**config.mk**
```make
export PLATFORM = sky130hd
export DESIGN_NAME = ppu_lcd_timing
export DESIGN_NICKNAME = d
export VERILOG_FILES = /design/src/rtl/ppu_pkg.sv /design/src/rtl/ppu_lcd_timing.sv
export SDC_FILE = /design/constraint.sdc
export NUM_CORES = 1
export LEC_CHECK = 0
export ABC_CLOCK_PERIOD_IN_PS = 2100
export CAP_MARGIN = 20
export CORE_UTILIZATION = 35
export DETAILED_ROUTE_END_ITERATION = 10
export PLACE_DENSITY_LB_ADDON = 0.3
export SLEW_MARGIN = 30
export SYNTH_ARGS = -nofsm -noshare
export SYNTH_HDL_FRONTEND = slang
export SYNTH_SLANG_ARGS = --single-unit
```
**constraint.sdc**
```tcl
create_clock -name clk -period 2.1 [get_ports clk]
set_input_delay 0.42 -clock clk [delete_from_list [all_inputs] [get_ports clk]]
set_output_delay 0.42 -clock clk [all_outputs]
set_load 0.05 [all_outputs]
```
**src/rtl/ppu_pkg.sv**
```systemverilog
// Shared PPU definitions: STAT mode encodings and STAT enable bit positions.
// Used by the LCD timing block, the register file and the pixel pipeline.
package ppu_pkg;

  typedef enum logic [1:0] {
    MODE_HBLANK = 2'd0,
    MODE_VBLANK = 2'd1,
    MODE_OAM    = 2'd2,
    MODE_XFER   = 2'd3
  } ppu_mode_e;

  localparam int STAT_IE_HBLANK = 0;
  localparam int STAT_IE_VBLANK = 1;
  localparam int STAT_IE_OAM    = 2;
  localparam int STAT_IE_LYC    = 3;

endpackage

```
**src/rtl/ppu_lcd_timing.sv**
```systemverilog
// LCD dot/line timing: mode sequencing, LY compare and STAT/VBlank requests.
// All outputs are registered or derived from registered state.
module ppu_lcd_timing
  import ppu_pkg::*;
#(
  parameter int H_TOTAL    = 456,
  parameter int V_ACTIVE   = 144,
  parameter int V_TOTAL    = 154,
  parameter int OAM_CYCLES = 80,
  parameter int XFER_MAX   = 289
) (
  input  logic                       clk,
  input  logic                       rst,
  input  logic                       lcd_en,
  input  logic [7:0]                 lyc,
  input  logic [3:0]                 stat_ie,
  input  logic                       xfer_done,
  output logic [7:0]                 ly,
  output logic [$clog2(H_TOTAL)-1:0] dot,
  output logic [1:0]                 mode,
  output logic                       coin,
  output logic                       stat_irq,
  output logic                       vblank_irq,
  output logic                       hs,
  output logic                       vs
);

  localparam int DW = $clog2(H_TOTAL);

  localparam logic [DW-1:0] DOT_LAST = DW'(H_TOTAL - 1);
  localparam logic [DW-1:0] DOT_OAM  = DW'(OAM_CYCLES);
  localparam logic [DW-1:0] DOT_XEND = DW'(OAM_CYCLES + XFER_MAX - 1);
  localparam logic [7:0]    LY_LAST  = 8'(V_TOTAL - 1);
  localparam logic [7:0]    LY_VBL   = 8'(V_ACTIVE);

  ppu_mode_e     mode_q, mode_d;
  logic [DW-1:0] dot_q, dot_d;
  logic [7:0]    ly_q, ly_d;
  logic          run_q, run_d;
  logic          coin_q, coin_d;
  logic          hist_q, hist_d;
  logic          sirq_q, sirq_d;
  logic          virq_q, virq_d;
  logic          eol;
  logic          stat_line;

  always_ff @(posedge clk) begin
    if (rst) begin
      mode_q <= MODE_HBLANK;
      dot_q  <= '0;
      ly_q   <= '0;
      run_q  <= 1'b0;
      coin_q <= 1'b0;
      hist_q <= 1'b0;
      sirq_q <= 1'b0;
      virq_q <= 1'b0;
    end else begin
      mode_q <= mode_d;
      dot_q  <= dot_d;
      ly_q   <= ly_d;
      run_q  <= run_d;
      coin_q <= coin_d;
      hist_q <= hist_d;
      sirq_q <= sirq_d;
      virq_q <= virq_d;
    end
  end

  assign eol = (dot_q == DOT_LAST);

  // run_q gates the STAT line so a disabled LCD never raises a request
  assign stat_line = run_q & (
      (stat_ie[STAT_IE_LYC]    & coin_q) |
      (stat_ie[STAT_IE_OAM]    & (mode_q == MODE_OAM)) |
      (stat_ie[STAT_IE_VBLANK] & (mode_q == MODE_VBLANK)) |
      (stat_ie[STAT_IE_HBLANK] & (mode_q == MODE_HBLANK)));

  always_comb begin
    run_d  = lcd_en;
    dot_d  = '0;
    ly_d   = '0;
    mode_d = MODE_HBLANK;
    virq_d = 1'b0;
    if (lcd_en && !run_q) begin
      mode_d = MODE_OAM;
    end else if (lcd_en) begin
      dot_d  = eol ? '0 : dot_q + DW'(1);
      ly_d   = ly_q;
      mode_d = mode_q;
      if (eol) begin
        ly_d   = (ly_q == LY_LAST) ? 8'd0 : ly_q + 8'd1;
        mode_d = (ly_d < LY_VBL) ? MODE_OAM : MODE_VBLANK;
        virq_d = (ly_d == LY_VBL);
      end else begin
        unique case (mode_q)
          MODE_OAM:
            if (dot_d == DOT_OAM) mode_d = MODE_XFER;
          MODE_XFER:
            if (xfer_done || dot_q == DOT_XEND) mode_d = MODE_HBLANK;
          default: ;
        endcase
      end
    end
    // compare against the next LY so coin lines up with the line itself
    coin_d = (ly_d == lyc);
    hist_d = lcd_en & stat_line;
    sirq_d = lcd_en & stat_line & ~hist_q;
  end

  assign ly         = ly_q;
  assign dot        = dot_q;
  assign mode       = mode_q;
  assign coin       = coin_q;
  assign stat_irq   = sirq_q;
  assign vblank_irq = virq_q;
  assign hs         = run_q & (mode_q == MODE_HBLANK) & (ly_q < LY_VBL);
  assign vs         = run_q & (mode_q == MODE_VBLANK);

endmodule

```
==> results of run 1 <==
layout by cell type (no fill, tap or decap), drive strengths merged, types with 3 or more instances in the layout:
cell and n:
a21oi 9, a311oi 3, a31oi 7, and3 9
buf 53, clkbuf 3, clkdlybuf4s50 33, dfxtp 24
ha 5, inv 14, nand2 14, nand3 11
nand4 7, nand4b 3, nor2 29, nor2b 4
nor3 9, nor4 8, o2111ai 3, o21ai 8
or3 5, xnor2 9, xor2 3
path summary, 6_finish.rpt:
check | startpoint | endpoint | cells past startpoint
setup / recovery | ly[6]$_SDFF_PP0_ | hs | 4
hold / removal | hist_q$_SDFF_PP0_ | stat_irq$_SDFF_PP0_ | 1
setup reg to reg | dot[3]$_SDFF_PP0_ | coin$_SDFF_PP0_ | 8
hold reg to reg | hist_q$_SDFF_PP0_ | stat_irq$_SDFF_PP0_ | 1
logic make-up (layout without fill, tap and decap cells):
| kind of cell | count (synthesis) | count (layout) | synth area share (%) |
|---|---|---|---|
| buf+inv | 35 | 104 | 8.401 |
| mux | 2 | 2 | 1.229 |
| fa+ha+maj | 5 | 5 | 3.415 |
| simple gates | 112 | 112 | 33.06 |
| xor+xnor | 12 | 12 | 5.738 |
| compound gates | 56 | 56 | 21.93 |
| flops | 24 | 24 | 26.23 |
metal layers:
metal / vias to the layer above / track usage (%)
li1: 1054 / -
met5: - / 0
met3: 10 / 2.710
met4: 0 / 7.338
met2: 123 / 33.23
met1: 983 / 33.91
layout make-up:
type	count	share of cell area [%]
sequential	24	18.43
clock inverter	1	1.092
multi-input combinational	187	46.06
tap	67	3.050
timing repair buffer	86	27.95
inverter	14	1.912
clock buffer	3	1.502
state kept, by name (all words and copies together), names as in the netlist:
name	count
dot	9
hist_q	1
mode	2
ly	8
stat_irq	1
vblank_irq	1
run_q	1
coin	1
power breakdown:
group | switching (µW) | internal, µW
logic | 59.8 | 66.9
clock network | 170 | 255
registers | 3.43 | 454
total | 233 | 776
critical path: stages (launching register included):
cell and delay (ns):
dfxtp_4 0.36, buf_8 0.11, or3_4 0.40, a2111oi_4 0.35
buf_12 0.18
metrics by stage:
| stage | util (%) | setup slack [ns] | instance area, µm² |
|---|---|---|---|
| floorplan | - | -0.1888 | 1916 |
| global placement | 53.56 | -0.09546 | 2614 |
| detailed placement | 53.56 | -0.1750 | 2614 |
| CTS | 55.87 | -0.01524 | 2726 |
| global route | 56.33 | -0.07909 | 2749 |
| finish | 56.33 | -0.01106 | 2749 |
timing repair:
action	CTS	global route
pin swaps	6	2
gates resized for setup	7	5
setup endpoints to repair	2	3
buffers inserted	2	0
cells in the mapped netlist (all sizes together), types with 3 or more instances:
| master | instances |
|---|---|
| nand4 | 7 |
| nand4b | 3 |
| xor2 | 3 |
| o2111ai | 3 |
| nor2 | 29 |
| a311oi | 3 |
| a31oi | 7 |
| and3 | 9 |
| inv | 14 |
| ha | 5 |
| dfxtp | 24 |
| nor4 | 8 |
| o21ai | 8 |
| a21oi | 9 |
| xnor2 | 9 |
| nand3 | 11 |
| nor2b | 4 |
| clkbuf | 15 |
| or3 | 5 |
| buf | 6 |
| nor3 | 9 |
| nand2 | 14 |
==> implementation parameters, run 1 <==
Parameter                              Value

Run status
  Outcome ... finished with violations
  Violations in the final reports ... negative setup slack

STA
  Final setup violation count ... 2
  Final Slew Violations ... 0
  Transition time at the pin with the least slew margin ... 0.5031 ns
  Total count of hold-check failures in the final report ... 0
  Total negative slack ... -0.01406 ns
  Post-route worst setup slack ... -0.01106 ns
  Worst relative slew slack ... 66.35%
  Worst Skew ... 0.008287 ns
  Max Freq ... 473.7 MHz
  Minimum clock period ... 2.111 ns
  RSZ-0062 raised after global routing ... true
  Post-route fraction of the period consumed by the critical path ... 100.5%
  Worst hold slack ... 0.3892 ns

Drt
  Met3 Routed Length ... 548 µm
  Number of DRC violations after detailed-routing iteration 0 ... 183
  Average vias per placed instance ... 5.681
  Detailed-route wire length per cell ... 15.58 µm
  Top routing layer used ... met4
  Antenna-violating nets left ... 0
  Drt first pass iters ... 5
  Vias ... 2170
  WL final ... 5953 µm
  Count of unresolved DRC violations after routing ... 0
  Routed length on met2 ... 2502 µm
  Met1 wire length ... 2779 µm

Critical path
  Crit path arrival time ... 1.69 ns
  Maximum fanout count along the critical path ... 3
  Kind of critical path ... register to output pin
  Worst setup SP type ... register
  CP required ... 1.68 ns
  Element type at the critical path end ... output pin
  FF-to-FF setup slack ... 0.01 ns

Power and ir drop
  Maximum VDD drop ... 0.2940 mV
  PwrDens ... 367.2 nW/µm²
  Post-route total power ... 1009 µW
  Total leakage power ... 0.001005 µW

Yosys
  Area leader, netlist ... dfxtp_1
  Seq/Total Area, Yosys ... 26.23%
  Most used flip-flop cell after synthesis ... dfxtp_1
  Synth cell types ... 56
  Share of flip-flops with an asynchronous set or reset ... 0%
  Top area cells in the synthesized netlist ... dfxtp_1 26%, nor2_1 5.7%, xnor2_1 4.3%, ha_1 3.4%, and3_1 3.1%
  Number of instances in the synthesized netlist ... 246
  Average instance area after synthesis ... 7.446 µm²
  Combined area of all synthesized cells ... 1832 µm²
  Warnings, synthesis ... 0
  Register bit count reported by yosys ... 24
  Number of flops mapped to enable cells by yosys ... 0
  Top-area cell type share of the netlist area ... 26.23%
  Nets in the synthesized netlist ... 267

Die
  Initial Util ... 37.54%
  Standard-cell rows ... 25
  Number of ports placed on the die boundary ... 40
  Die outline area ... 5527 µm²
  Chip width ... 74.35 µm
  Standard cell core area ... 4880 µm²
  Die outline height ... 74.35 µm

Clock network
  CTS tree ... built
  CTS Buf Count ... 3
  Clock transition at the registers of the reported paths ... 0.10 ns
  Maximum level of the CTS H-tree ... 1
  Maximum clock insertion buffer count ... 2
  Number of buffers added to fix hold violations after cts ... 0
  Skew-Pair Late Insertion Delay ... 0.28 ns
  Root Driver ... clkbuf_8
  Number of clock sinks ... 24

GRT
  Vias in the first global route ... 1943
  Overall fraction of global-route tracks in use ... 22.56%
  Residual overflow from global routing ... 0
  Wire length of the first global-routing pass ... 9535 µm
  Maximum number of pins on one net before global-route repair ... 15
  Initial antenna violation count ... 0

Cells and area
  Area growth from synthesis to final layout ... 50.07%
  Finished Layout Cells ... 382
  Number of filler cells placed in the layout ... 472
  Nets ... 337
  Proportion of layout cells with a drive suffix above 1 ... 27.62%
  Diode count ... 0
  Seq. cell area ... 506.7 µm²
  Combined area of the multi-input logic cells ... 1266 µm²

Place
  Placed Instances ... 376
  Routability congestion estimate from global placement ... 0.9691
  Estimated wirelength of the detail-placed design ... 4538 µm
  IO buf count ... 39

Min path
  Class of the worst hold path ... register to register

Job
  Max-capacitance violation count ... 0
No activity file was read; power rests on OpenSTA's default activity.
==> inputs of run 2 (changes only) <==
- ABC_AREA: default -> 1
- SLEW_MARGIN: 30 -> 15
==> run 2 against run 1 <==
- the flow now finishes without violations
- global-route usage shrank 4.5 points
- via count is 18% lower
- worst setup slack better by 0.092 ns
- synthesized area is 9.6% lower
- total power decreased by 13%
- synthesized cell count rose by 14%
- die area shrank 9.3%
- first-iteration DRC count is 30% lower
- flip-flop and latch count unchanged
- clock power is 25% lower
- non-clock buffer count fell by 42
- largest power group unchanged
- highest routed layer unchanged
==> implementation parameters, run 2 <==
Parameter                              Value

Run status
  Outcome ... finished clean

Drt
  Drt first pass iters ... 6
  Antenna-violating nets left ... 0
  Top routing layer used ... met4
  WL final ... 4148 µm
  Count of unresolved DRC violations after routing ... 0
  Vias ... 1789
  Routed length on met2 ... 1892 µm
  Number of DRC violations after detailed-routing iteration 0 ... 128
  Met3 Routed Length ... 189 µm
  Average vias per placed instance ... 4.733
  Met1 wire length ... 1965 µm
  Detailed-route wire length per cell ... 10.97 µm

STA
  Total negative slack ... 0 ns
  RSZ-0062 raised after global routing ... false
  Transition time at the pin with the least slew margin ... 0.5008 ns
  Worst hold slack ... 0.3968 ns
  Max Freq ... 495.3 MHz
  Final setup violation count ... 0
  Final Slew Violations ... 0
  Worst Skew ... 0.003299 ns
  Post-route fraction of the period consumed by the critical path ... 96.15%
  Total count of hold-check failures in the final report ... 0
  Minimum clock period ... 2.019 ns
  Worst relative slew slack ... 66.51%

Place
  Estimated wirelength of the detail-placed design ... 3353 µm
  IO buf count ... 39
  Routability congestion estimate from global placement ... 0.8499

Critical path
  Top cell family by delay on the critical path ... buffers and inverters
  Launch point of the critical path ... mode[1]$_SDFFE_PP0P_
  CP required ... 1.68 ns
  Critical R2R Capture ... mode[1]$_SDFFE_PP0P_
  Critical Path Stages ... 1
  Worst setup SP type ... register
  Termination of the worst setup path ... mode[1]
  Worst path cell trace ... clkdlybuf4s50_1
  FF-to-FF setup slack ... 0.28 ns
  Max incr delay on CP ... 0.86 ns
  Startpoint of the worst register-to-register path ... dot[0]$_SDFF_PP0_
  Kind of critical path ... register to output pin
  CP Buf/Inv Count ... 1
  Element type at the critical path end ... output pin
  Maximum fanout count along the critical path ... 7
  Cell count of the worst reg-to-reg path ... 12
  Slowest-stage cell, CP ... clkdlybuf4s50_1
  Crit path arrival time ... 1.60 ns

Power and ir drop
  Post-route total power ... 881.5 µW
  PwrDens ... 403.3 nW/µm²
  Total leakage power ... 0.001018 µW
  Maximum VDD drop ... 0.2533 mV

GRT
  Maximum number of pins on one net before global-route repair ... 14
  Vias in the first global route ... 1642
  Wire length of the first global-routing pass ... 7300 µm
  Residual overflow from global routing ... 0
  Overall fraction of global-route tracks in use ... 18.09%
  Initial antenna violation count ... 0

Yosys
  Nets in the synthesized netlist ... 302
  Register bit count reported by yosys ... 24
  Warnings, synthesis ... 0
  Average instance area after synthesis ... 5.895 µm²
  Seq/Total Area, Yosys ... 29.00%
  Top post-synthesis cells by count ... 93 x nand2_1, 44 x nor2_1, 40 x inv_1
  Top-area cell type share of the netlist area ... 29.00%
  Most used flip-flop cell after synthesis ... dfxtp_1
  Share of flip-flops with an asynchronous set or reset ... 0%
  Top area cells in the synthesized netlist ... dfxtp_1 29%, nand2_1 21%, nor2_1 10%, inv_1 9.1%, nand3_1 7.9%
  Area leader, netlist ... dfxtp_1
  Combined area of all synthesized cells ... 1657 µm²
  Number of flops mapped to enable cells by yosys ... 0
  Number of instances in the synthesized netlist ... 281
  Synth cell types ... 24
  Most common cell in the netlist ... nand2_1

Clock network
  Root Driver ... clkbuf_8
  Setup Buffers After CTS ... 0
  Number of buffers added to fix hold violations after cts ... 0
  CTS tree ... built
  Clock transition at the registers of the reported paths ... 0.08 ns
  CTS Buf Count ... 3
  Skew-Pair Late Insertion Delay ... 0.27 ns
  Number of clock sinks ... 24
  Maximum clock insertion buffer count ... 2
  Post-cts gate resize count ... 0
  Maximum level of the CTS H-tree ... 1

Die
  Standard-cell rows ... 24
  Die outline area ... 5012 µm²
  Initial Util ... 37.27%
  Die outline height ... 70.80 µm
  Chip width ... 70.80 µm
  Standard cell core area ... 4444 µm²
  Number of ports placed on the die boundary ... 40

Cells and area
  Diode count ... 0
  Largest register FFs ... 9
  Most frequent cells in the layout ... 93 x nand2_1, 44 x nor2_1, 40 x inv_1
  Area growth from synthesis to final layout ... 31.95%
  Most common cell after layout, fill and taps aside ... nand2_1
  Number of filler cells placed in the layout ... 461
  Combined area of the multi-input logic cells ... 1010 µm²
  Seq. cell area ... 480.5 µm²
  Final Util ... 49.18%
  Nets ... 348
  Proportion of layout cells with a drive suffix above 1 ... 8.589%

Min path
  Class of the worst hold path ... register to register
  Hold Crit Depth ... 1

Job
  Max-capacitance violation count ... 0
## run 2: metal layers
| metal | global-route usage (%) | vias to the layer above |
|---|---|---|
| met5 | 0 | - |
| met4 | 6.667 | 0 |
| met3 | 4.131 | 10 |
| met2 | 29.81 | 48 |
| met1 | 23.14 | 767 |
| li1 | - | 964 |
## run 2: kinds of logic after synthesis
logic type,after synthesis,synth area share [%]
compound gates,21,7.250
xor+xnor,1,0.5288
fa+ha+maj,5,3.776
buf+inv,45,10.65
flops,24,29.00
simple gates,185,48.79
## run 2: power breakdown
group          total [µW]  internal, µW  switching [µW]  leakage [µW]
combinational        99.4          48.0            51.4      0.000795
clock                 319           168             151     0.0000288
sequential            464           459            4.97      0.000194
## run 2: cell type report
type / instances / share of cell area [%]
clock buffer: 4 / 2.519
tap: 52 / 2.977
timing repair buffer: 44 / 19.12
sequential: 24 / 21.98
inverter: 42 / 7.212
multi-input combinational: 212 / 46.19
## run 2: how the worst min path moves through the flow
stage                 startpoint  slack (ns)             endpoint
5_1_grt        hist_q$_SDFF_PP0_        0.42  stat_irq$_SDFF_PP0_
3_5_place_dp   hist_q$_SDFF_PP0_        0.39  stat_irq$_SDFF_PP0_
6_report       hist_q$_SDFF_PP0_        0.40  stat_irq$_SDFF_PP0_
4_1_cts        hist_q$_SDFF_PP0_        0.40  stat_irq$_SDFF_PP0_
3_3_place_gp   hist_q$_SDFF_PP0_        0.38  stat_irq$_SDFF_PP0_
2_1_floorplan  hist_q$_SDFF_PP0_        0.38  stat_irq$_SDFF_PP0_
## run 2: worst reg2reg max path: stages (launching register included)
cell	delay, ns
dfxtp_1	0.41
ha_1	0.27
nand2_2	0.09
nor2_2	0.16
nand2_4	0.13
nand3_1	0.11
nand3_1	0.09
nor2_1	0.13
nand2_1	0.09
nand2_1	0.06
nand2_1	0.04
nor2_1	0.08
nor2_1	0.04
## run 2: metrics by stage
step                      setup slack (ns)  std cells  instance area (µm²)
after global placement              0.1701        374                 2131
after detailed placement            0.1414        374                 2131
after floorplan                     0.1086        281                 1667
after global routing               0.01050        378                 2186
final                              0.08092        378                 2186
after CTS                          0.07171        378                 2186
